==> src/rtl/jawbreak_vend_ctrl.sv <==
// Jawbreaker vending sequencer: accumulates coin credit in nickels, runs the
// dispenser handshake once the price is met, then pays change one nickel at a time.
module jawbreak_vend_ctrl #(
    parameter int PRICE      = 5,
    parameter int MAX_CREDIT = 15,
    parameter int TIMEOUT    = 1000
) (
    input  logic       clk,
    input  logic       rst,
    input  logic       nickel,
    input  logic       dime,
    input  logic       quarter,
    input  logic       refund,
    input  logic       disp_ack,
    input  logic       chg_ack,
    output logic       disp_req,
    output logic       chg_req,
    output logic       coin_reject,
    output logic [3:0] credit,
    output logic       busy
);

    localparam int              TMR_W     = (TIMEOUT > 1) ? $clog2(TIMEOUT) : 1;
    localparam logic [TMR_W-1:0] TMR_LAST = TMR_W'(TIMEOUT - 1);
    localparam logic [4:0]      PRICE_W   = 5'(PRICE);
    localparam logic [3:0]      PRICE_C   = 4'(PRICE);
    localparam logic [4:0]      MAX_W     = 5'(MAX_CREDIT);

    typedef enum logic [1:0] {
        S_IDLE     = 2'd0,
        S_ACCUM    = 2'd1,
        S_DISPENSE = 2'd2,
        S_CHANGE   = 2'd3
    } state_t;

    state_t           r_state;
    logic [3:0]       r_credit;
    logic [TMR_W-1:0] r_timer;
    logic             r_disp_req;
    logic             r_chg_req;
    logic             r_busy;
    logic             r_coin_reject;

    logic             w_coin_any;
    logic             w_coin_one;
    logic [2:0]       w_coin_val;
    logic [4:0]       w_sum;
    logic             w_fits;
    logic             w_coin_open;
    logic             w_coin_acc;
    logic             w_coin_rej;
    logic [3:0]       w_disp_rem;

    function automatic logic [2:0] coin_value(input logic n, input logic d, input logic q);
        case ({q, d, n})
            3'b001:  return 3'd1;
            3'b010:  return 3'd2;
            3'b100:  return 3'd5;
            default: return 3'd0;
        endcase
    endfunction

    function automatic logic [3:0] sat_sub(input logic [3:0] a, input logic [3:0] b);
        return (a > b) ? (a - b) : 4'd0;
    endfunction

    // Coin qualification: exactly one coin, a state that takes coins, no overflow.
    assign w_coin_any  = nickel | dime | quarter;
    assign w_coin_one  = $onehot({quarter, dime, nickel});
    assign w_coin_val  = coin_value(nickel, dime, quarter);
    assign w_sum       = {1'b0, r_credit} + {2'b00, w_coin_val};
    assign w_fits      = (w_sum <= MAX_W);
    assign w_coin_open = (r_state == S_IDLE) || ((r_state == S_ACCUM) && !refund);
    assign w_coin_acc  = w_coin_open && w_coin_one && w_fits;
    assign w_coin_rej  = w_coin_any && !w_coin_acc;
    assign w_disp_rem  = sat_sub(r_credit, PRICE_C);

    always_ff @(posedge clk or posedge rst) begin
        if (rst) begin
            r_state       <= S_IDLE;
            r_credit      <= 4'd0;
            r_timer       <= '0;
            r_disp_req    <= 1'b0;
            r_chg_req     <= 1'b0;
            r_busy        <= 1'b0;
            r_coin_reject <= 1'b0;
        end else begin
            r_coin_reject <= w_coin_rej;
            case (r_state)
                S_IDLE: begin
                    if (w_coin_acc) begin
                        r_credit <= w_sum[3:0];
                        r_timer  <= '0;
                        if (w_sum >= PRICE_W) begin
                            r_state    <= S_DISPENSE;
                            r_disp_req <= 1'b1;
                            r_busy     <= 1'b1;
                        end else begin
                            r_state <= S_ACCUM;
                        end
                    end
                end

                S_ACCUM: begin
                    // Refund wins over a simultaneous coin; that coin is rejected above.
                    if (refund) begin
                        r_state   <= S_CHANGE;
                        r_timer   <= '0;
                        r_chg_req <= 1'b1;
                        r_busy    <= 1'b1;
                    end else if (w_coin_acc) begin
                        r_credit <= w_sum[3:0];
                        r_timer  <= '0;
                        if (w_sum >= PRICE_W) begin
                            r_state    <= S_DISPENSE;
                            r_disp_req <= 1'b1;
                            r_busy     <= 1'b1;
                        end
                    end else if (r_timer == TMR_LAST) begin
                        r_state   <= S_CHANGE;
                        r_timer   <= '0;
                        r_chg_req <= 1'b1;
                        r_busy    <= 1'b1;
                    end else begin
                        r_timer <= r_timer + 1'b1;
                    end
                end

                S_DISPENSE: begin
                    if (disp_ack) begin
                        r_credit   <= w_disp_rem;
                        r_disp_req <= 1'b0;
                        if (w_disp_rem == 4'd0) begin
                            r_state <= S_IDLE;
                            r_busy  <= 1'b0;
                        end else begin
                            r_state   <= S_CHANGE;
                            r_chg_req <= 1'b1;
                        end
                    end
                end

                S_CHANGE: begin
                    // Nothing owed means nothing to pay; never underflow the credit.
                    if (r_credit == 4'd0) begin
                        r_state   <= S_IDLE;
                        r_chg_req <= 1'b0;
                        r_busy    <= 1'b0;
                    end else if (chg_ack) begin
                        r_credit <= r_credit - 4'd1;
                        if (r_credit == 4'd1) begin
                            r_state   <= S_IDLE;
                            r_chg_req <= 1'b0;
                            r_busy    <= 1'b0;
                        end
                    end
                end

                default: begin
                    r_state    <= S_IDLE;
                    r_credit   <= 4'd0;
                    r_timer    <= '0;
                    r_disp_req <= 1'b0;
                    r_chg_req  <= 1'b0;
                    r_busy     <= 1'b0;
                end
            endcase
        end
    end

    assign disp_req    = r_disp_req;
    assign chg_req     = r_chg_req;
    assign busy        = r_busy;
    assign coin_reject = r_coin_reject;
    assign credit      = r_credit;

endmodule
==> config.mk <==
export PLATFORM = sky130hd
export DESIGN_NAME = jawbreak_vend_ctrl
export DESIGN_NICKNAME = d
export VERILOG_FILES = /design/src/rtl/jawbreak_vend_ctrl.sv
export SDC_FILE = /design/constraint.sdc
export NUM_CORES = 1
export LEC_CHECK = 0
export ABC_AREA = 1
export BUFFER_PORTS_ARGS = -buffer_cell sky130_fd_sc_hd__buf_2
export CELL_PAD_IN_SITES_DETAIL_PLACEMENT = 1
export CELL_PAD_IN_SITES_GLOBAL_PLACEMENT = 2
export CORE_UTILIZATION = 33
export CTS_CLUSTER_DIAMETER = 50
export CTS_CLUSTER_SIZE = 16
export DETAILED_ROUTE_END_ITERATION = 10
export PLACE_DENSITY_LB_ADDON = 0.1
export SLEW_MARGIN = 20
export SYNTH_ARGS = -nofsm -noshare
export SYNTH_HDL_FRONTEND = slang
export SYNTH_SLANG_ARGS = --single-unit
==> constraint.sdc <==
create_clock -name clk -period 2.2 [get_ports clk]
set_input_delay 0.11 -clock clk [delete_from_list [all_inputs] [get_ports clk]]
set_output_delay 0.11 -clock clk [all_outputs]
set_load 0.1 [all_outputs]
==> results of run 1 <==
-- worst reg2reg max path, delay by kind of cell (launching register included) --
family	cells	cell delay, ps
adders and majority gates	2	660
and+or+nand+nor	7	490
DFF	1	440
AOI/OAI and AO/OA	1	200
buffers and inverters	1	160
-- metal layers --
layer	global-route usage [%]	share of wire, %
met1	23.69	47
met2	33.75	51
met3	1.657	1.7
met4	4.575	0.79
met5	0	0
-- timing repair --
item / 4_1_cts / 5_1_grt
hold buffers: 1 / 0
endpoints found under the setup margin: 0 / 3
buffers inserted: 0 / 2
endpoints found under the hold margin: 20 / 0
resized for setup: 0 / 1
-- report_power, final --
part	internal, mW	switching [mW]	leakage, nW
registers	0.472	0.151	0.258
logic	0.476	1.24	0.726
clock network	0.129	0.133	0.0228
total	1.08	1.52	1.01
-- registers in the layout, indices dropped and copies added, names as in the netlist --
register     cells
busy             1
chg_req          1
coin_reject      1
disp_req         1
credit           4
r_state          2
r_timer         10
-- metrics by stage --
stage / power, mW / worst slack [ps] / setup TNS, ps / instance area, um2
after floorplan: 1.996 / 35.94 / 0 / 1650
after global placement: 2.336 / -16.05 / -29.79 / 1802
after detailed placement: 2.338 / -23.45 / -46.70 / 1802
after CTS: 2.612 / 73.45 / 0 / 1857
after global routing: 2.841 / 10.48 / 0 / 1874
final: 2.599 / 155.6 / 0 / 1874
-- final cells by class --
type                    count  area [um2]  area share (%)
clock buffers               4       45.04           2.403
inverters                  40       162.7           8.678
multi-input cells         170       963.4           51.40
flip-flops and latches     20       504.2           26.90
well taps                  67       83.83           4.473
repair buffers             20       115.1           6.141
-- Yosys cell counts (all sizes together) --
cell type and count:
a22o 1, o22ai 3, a31oi 1, nand3 28, dfrtp 20, o21ai 17
nand4 2, buf 2, nand2 68, ha 6, clkinv 2, nor2 22
nor3 3, inv 38, xor2 1, fa 2, a21oi 16
-- kinds of logic after synthesis --
group	count (synthesis)	share of synthesized area, %
and+or+nand+nor	123	38.07
xor gates and xnor gates	1	0.5320
buffers and inverters	42	11.25
DFF	20	30.40
AOI/OAI and AO/OA	38	12.77
adders and majority gates	8	6.991
-- path summary, 6_finish.rpt --
| kind | end | start |
|---|---|---|
| worst max-delay path | busy$_DFFE_PP0P_ | credit[0]$_DFFE_PP0P_ |
| worst min-delay path | disp_req$_DFFE_PP0P_ | disp_ack |
| worst max register to register | busy$_DFFE_PP0P_ | credit[0]$_DFFE_PP0P_ |
| worst min register to register | chg_req$_DFFE_PP0P_ | chg_req$_DFFE_PP0P_ |
| max in group asynchronous | credit[0]$_DFFE_PP0P_ | rst |
| min in group asynchronous | r_timer[2]$_DFFE_PP0P_ | rst |
==> flow_summary.toml, run 1 <==
[yosys]
yosys_register_bits = 20
synth_area_mm2 = 0.001647
ys_warn_count = 0
yosys.area.top_type_share_pct = 30.40
synth_area_leaders = "dfrtp_1 (30%), nand2_1 (14%), nand3_1 (6.7%)"
yosysTopAreaCell = "dfrtp_1"
syn_inst = 232
synth_cell_types = 32
avgSynthCellArea_um2 = 7.097
seq_area_frac_synth_pct = 30.40
synthesis.nets = 248

[cells_and_area]
final_cell_mix = "nand2_1 (62), inv_1 (29), nand3_1 (22)"
area_growth_pct = 13.83
final_core_util_pct = 39.42
n_antenna_cell = 0
final_common_cell = "nand2_1"
nFillCells = 632
layout-drive-gt1-share_pct = 22.83
nets = 271
final_cells = 321

[setup_path]
crit_top_cell = "nand2_1"
max_stage_delay_ps = 440
critical_path_required_ps = 2360
critPathTopFamily = "adder cells"
crit_type = "reg -> reg"
worst_path_max_delay_cell = "dfrtp_2"
cp_max_fo = 5
cp-end-kind = "register"
cp_data_arrival_time_ps = 2210
crit_buf_inv = 1
crit_chain = "ha_1 > fa_1 > nor2_1 > nor2_1 > a21oi_2 > buf_4 > nand3_1 > nand2_1 > nand2_1 > nand2_1 > nand2_1"
startpoint_type = "register"
r2r_setup_slack_ps = 160
rr_worst_depth = 11
crit_cells = 11

[clock_tree]
path_clk_slew_ps = 80
clockBufferDepth = 2
cts.sinks = 20
cts_made_buffers = 3
clock_latency_ps = 270
htreeDepth = 1
cts_root_buffer = "clkbuf_8"
cts_tree = "yes"

[detailed_routing]
route.detailed.drc = 0
first_pass_iters = 6
drtIter0Drc = 52
routedWlPerCell_um = 13.35
drt-total-wl_um = 4286
routed_via_density = 4.763
antenna_left = 0
vias = 1529

[placement]
placed_cells = 314
dpl.hpwl_um = 3512
gp_congestion = 0.7773
io_buffers = 15

[sta]
worstMarginPinSlew_ps = 485.1
rsz0062_at_grt = "false"
final_max_slew_viol_count = 0
maxSlewHeadroom_pct = 67.88
hold_ws_ps = 20.17
finalCritPeriodShare_pct = 92.93
fin_skew_ps = 2.172
finalSetupViolations = 0
min_period_ps = 2044
hold_viol_final = 0
max_freq_mhz = 489.1

[grt]
grt_max_degree = 21
grt_overflow = 0
antenna_found_initial = 0
first_global_vias = 1576
grt_pass1_wl_um = 7417
grt_use_total_pct = 18.59

[power]
peakVddDrop_uv = 732.0
leakage_nw = 1.006
powerDensity_mw_per_mm2 = 1387

[die]
start_util_pct = 34.63
die_h_um = 72.64
die_w_um = 72.64
core-area_mm2 = 0.004755
rows = 25
ios = 16
die_area_mm2 = 0.005276

[outcome]
status = "finished, final reports clean"

[job]
cap_violations = 0

[worst_hold_path]
holdPathStages = 2
hp-class = "in -> reg"
(Power assumes the default switching activity.)
==> inputs of run 2 (changes only) <==
==> constraint.sdc (replaced) <==
create_clock -name clk -period 2.2 [get_ports clk]
set_input_delay 0.22 -clock clk [delete_from_list [all_inputs] [get_ports clk]]
set_output_delay 0.22 -clock clk [all_outputs]
set_load 0.1 [all_outputs]
==> flow_summary.toml, run 2 (synthesis results as in run 1) <==
[setup_path]
crit_buf_inv = 1
crit_top_cell = "nand2_1"
critical_path_required_ps = 2350
r2r_setup_slack_ps = 180
startpoint_type = "register"
critPathTopFamily = "adder cells"
crit_type = "reg -> reg"
cp-end-kind = "register"
cp_data_arrival_time_ps = 2180
cp_max_fo = 4
worst_path_max_delay_cell = "fa_1"
max_stage_delay_ps = 440
crit_chain = "ha_1 > fa_1 > inv_1 > nand2_1 > a21oi_4 > nand2_1 > nor2_1 > nor2_2 > nand2_1 > nand2_1"

[clock_tree]
cts_tree = "yes"
cts.sinks = 20
clockBufferDepth = 2
cts_root_buffer = "clkbuf_8"
htreeDepth = 1
clock_latency_ps = 260
post_cts_buffers = 0
path_clk_slew_ps = 80
cts_made_buffers = 3

[grt]
first_global_vias = 1654
grt_overflow = 0
antenna_found_initial = 0
grt_max_degree = 21
grt_use_total_pct = 19.30
grt_pass1_wl_um = 7714

[sta]
max_freq_mhz = 493.9
min_period_ps = 2025
finalCritPeriodShare_pct = 92.03
rsz0062_at_grt = "false"
worstMarginPinSlew_ps = 492.8
finalSetupTns_ps = 0
setup_ws_ps = 175.4
fin_skew_ps = 3.638
hold_viol_final = 0
hold_ws_ps = 134.7
final_max_slew_viol_count = 0
finalSetupViolations = 0
maxSlewHeadroom_pct = 67.15

[detailed_routing]
routed_via_density = 4.783
route.detailed.drc = 0
drtIter0Drc = 42
antenna_left = 0
first_pass_iters = 4
drt-total-wl_um = 4303
vias = 1540
routedWlPerCell_um = 13.36

[cells_and_area]
final_cell_mix = "nand2_1 (62), inv_1 (29), nand3_1 (22)"
nets = 272
final_common_cell = "nand2_1"
area_growth_pct = 15.50
top_register = "r_timer"
n_antenna_cell = 0
fin_area_mm2 = 0.001902
layout-drive-gt1-share_pct = 23.92
largest_reg_flops = 10

[placement]
dpl.hpwl_um = 3549
placed_area_mm2 = 0.001824
io_buffers = 15
place_ws_ps = -55.38
gp_congestion = 0.8440

[power]
clkPwrFrac_pct = 11.1
powerDensity_mw_per_mm2 = 1379
comb_power_share_pct = 65.2
p_switching_mw = 1.526
switching_share_pct = 58.21
leakage_nw = 1.019
peakVddDrop_uv = 806.5
power.internal_mw = 1.096
seq_power_share_pct = 23.7

[die]
start_util_pct = 34.63
core-area_mm2 = 0.004755
die_w_um = 72.64
die_area_mm2 = 0.005276
rows = 25
die_h_um = 72.64
ios = 16

[outcome]
status = "finished, final reports clean"

[worst_hold_path]
hp-class = "in -> reg"

[job]
cap_violations = 0
run 2: cell types whose count changed in the layout (fill, tap and decap cells not counted), sizes merged:
| cell | previous run | this run |
|---|---|---|
| buf | 19 | 20 |
run 2: layout make-up:
cell class,count,area (um2)
Fill cell,626,2853
Sequential cell,20,504.2
Tap cell,67,83.83
Timing Repair Buffer,21,122.6
Multi-Input combinational cell,170,973.4
Inverter,40,162.7
Clock buffer,4,55.05
run 2: through the flow:
stage	power, mW	cells	util (%)
3_5_place_dp	2.345	317	38.37
4_1_cts	2.648	322	39.74
3_3_place_gp	2.340	317	38.37
5_1_grt	2.877	322	40.00
6_report	2.622	322	40.00
2_1_floorplan	1.996	232	-
run 2: final timing paths:
kind,from,end,cells after the start
min in group asynchronous,rst,credit[3]$_DFFE_PP0P_,4
min reg2reg,chg_req$_DFFE_PP0P_,chg_req$_DFFE_PP0P_,2
max,credit[0]$_DFFE_PP0P_,r_state[1]$_DFFE_PP0P_,10
min,disp_ack,disp_req$_DFFE_PP0P_,2
max reg2reg,credit[0]$_DFFE_PP0P_,r_state[1]$_DFFE_PP0P_,10
max in group asynchronous,rst,credit[0]$_DFFE_PP0P_,4
run 2: power groups by stage:
| stage | registers, mW | logic (mW) | clock network, mW |
|---|---|---|---|
| finish | 0.621 | 1.71 | 0.291 |
| global route | 0.644 | 1.92 | 0.315 |
| CTS | 0.626 | 1.72 | 0.303 |
| detailed placement | 0.631 | 1.71 | 0 |
| global placement | 0.636 | 1.70 | 0 |
| floorplan | 0.983 | 1.01 | 0 |
run 2: what timing repair did:
item,4_1_cts,5_1_grt
setup endpoints to repair,0,2
hold buffers,1,0
resized for setup,0,4
hold endpoints to repair,20,0
run 2: metal layers:
| layer | wire length [um] | global-route usage, % | share of wire [%] |
|---|---|---|---|
| met3 | 66 | 2.072 | 1.5 |
| met2 | 2182 | 34.68 | 51 |
| met1 | 1971 | 23.70 | 46 |
| met5 | 0 | 0 | 0 |
| met4 | 82 | 7.190 | 1.9 |
==> inputs of run 3 (changes only) <==
Settings changed: REMOVE_ABC_BUFFERS set to 1.
==> flow_summary.toml, run 3 (synthesis results as in run 1) <==
[grt]
grt_overflow = 0
first_global_vias = 1679
grt_max_degree = 21
grt_use_total_pct = 19.57
grt_pass1_wl_um = 7831
antenna_found_initial = 0

[cells_and_area]
layout-drive-gt1-share_pct = 22.35
nets = 272
nFillCells = 641
n_antenna_cell = 0
final_common_cell = "nand2_1"
final_cell_mix = "nand2_1 (62), inv_1 (29), nand3_1 (22)"
largest_reg_flops = 10
final_cells = 322
area_growth_pct = 14.36
top_register = "r_timer"

[power]
peakVddDrop_uv = 640.0
leakage_nw = 1.022
powerDensity_mw_per_mm2 = 1395

[clock_tree]
path_clk_slew_ps = 80
cts_resized = 0
htreeDepth = 1
post_cts_buffers = 0
cts.sinks = 20
cts_root_buffer = "clkbuf_8"
cts_made_buffers = 3
cts_tree = "yes"
clock_latency_ps = 260
ctsHoldBuffers = 0
clockBufferDepth = 2

[sta]
max_freq_mhz = 512.5
finalSetupViolations = 0
min_period_ps = 1951
final_max_slew_viol_count = 0
hold_viol_final = 0
rsz0062_at_grt = "false"
setup_ws_ps = 248.6
finalCritPeriodShare_pct = 88.70
worstMarginPinSlew_ps = 841.6
maxSlewHeadroom_pct = 43.83
fin_skew_ps = 3.649

[setup_path]
r2r_start = "credit[0]$_DFFE_PP0P_"
critical_path_required_ps = 2410
startpoint_type = "register"
cp_data_arrival_time_ps = 2160
timing.rr.end = "r_state[1]$_DFFE_PP0P_"
r2r_setup_slack_ps = 250
crit_type = "reg -> reg"
rr_worst_depth = 11
cp-end-kind = "register"
cp_max_fo = 4

[die]
die_h_um = 72.64
die_w_um = 72.64
rows = 25
start_util_pct = 34.63
ios = 16
die_area_mm2 = 0.005276
core-area_mm2 = 0.004755

[detailed_routing]
vias = 1556
route.detailed.drc = 0
routedWlPerCell_um = 13.74
routed_via_density = 4.832
drt-total-wl_um = 4424
met1_length_um = 1952
drtIter0Drc = 43
top_layer_used = "met4"
wl_met2_um = 2298
wl_met3_um = 54
antenna_left = 0
first_pass_iters = 4

[job]
cap_violations = 0

[placement]
io_buffers = 15
gp_congestion = 0.8076
place_ws_ps = -9.733
dpl.hpwl_um = 3687
placed_cells = 318

[worst_hold_path]
hp-class = "in -> async"

[outcome]
status = "finished, final reports clean"
## run 3: changes by cell type in the layout (fill, tap and decap cells not counted), moves of 2 or more
cell	delta
dfrtp_1	+3
nor2_1	+2
nor2_2	-2
dfrtp_2	-3
## run 3: worst max-delay path by stage
stage                               start                     end  slack [ps]  cells after the start
floorplan           credit[0]$_DFFE_PP0P_  r_state[0]$_DFFE_PP0P_        -250                     10
global placement                     dime  r_state[1]$_DFFE_PP0P_          60                     14
detailed placement                   dime  r_state[1]$_DFFE_PP0P_         -10                     14
CTS                 credit[0]$_DFFE_PP0P_  r_state[1]$_DFFE_PP0P_         220                     11
global route                         dime  r_state[0]$_DFFE_PP0P_          60                     14
finish              credit[0]$_DFFE_PP0P_  r_state[1]$_DFFE_PP0P_         250                     11
## run 3: through the flow
| stage | cell area [um2] | hold WS [ps] | TNS (ps) | power, mW | utilization, % |
|---|---|---|---|---|---|
| 2_1_floorplan | 1624 | 183.8 | -3324 | 1.951 | - |
| 3_3_place_gp | 1828 | 427.9 | 0 | 2.366 | 38.45 |
| 3_5_place_dp | 1828 | 435.3 | -9.733 | 2.366 | 38.45 |
| 4_1_cts | 1883 | 147.1 | 0 | 2.668 | 39.61 |
| 5_1_grt | 1883 | 165.0 | 0 | 2.863 | 39.61 |
| 6_report | 1883 | 111.6 | 0 | 2.626 | 39.61 |
## run 3: worst max-delay path, cell delays in order, from the launching register on
cell     delay (ps)
dfrtp_1         390
ha_1            220
fa_1            430
nand2_1          90
inv_1            40
nor2_1          170
a21oi_2         110
nand2_1         120
nor2_1           50
nor2_1          150
nand2_1          70
nand2_1          60
## run 3: report_power, final
| part | internal (mW) | leakage, nW | switching [mW] |
|---|---|---|---|
| sequential | 0.467 | 0.262 | 0.140 |
| clock | 0.160 | 0.0288 | 0.135 |
| combinational | 0.474 | 0.732 | 1.25 |
| total | 1.10 | 1.02 | 1.53 |
## run 3: final cells by class
class                   count  area [um2]  area share (%)
clock buffers               4       55.05           2.924
well taps                  67       83.83           4.452
multi-input cells         170       960.9           51.03
inverters                  40       162.7           8.638
repair buffers             21       120.1           6.379
flip-flops and latches     20       500.5           26.58
## run 3: per-layer routing
layer	global-route usage (%)	vias up
met2	35.72	15
met5	0	-
met4	8.497	0
met3	2.072	11
li1	-	788
met1	23.11	742
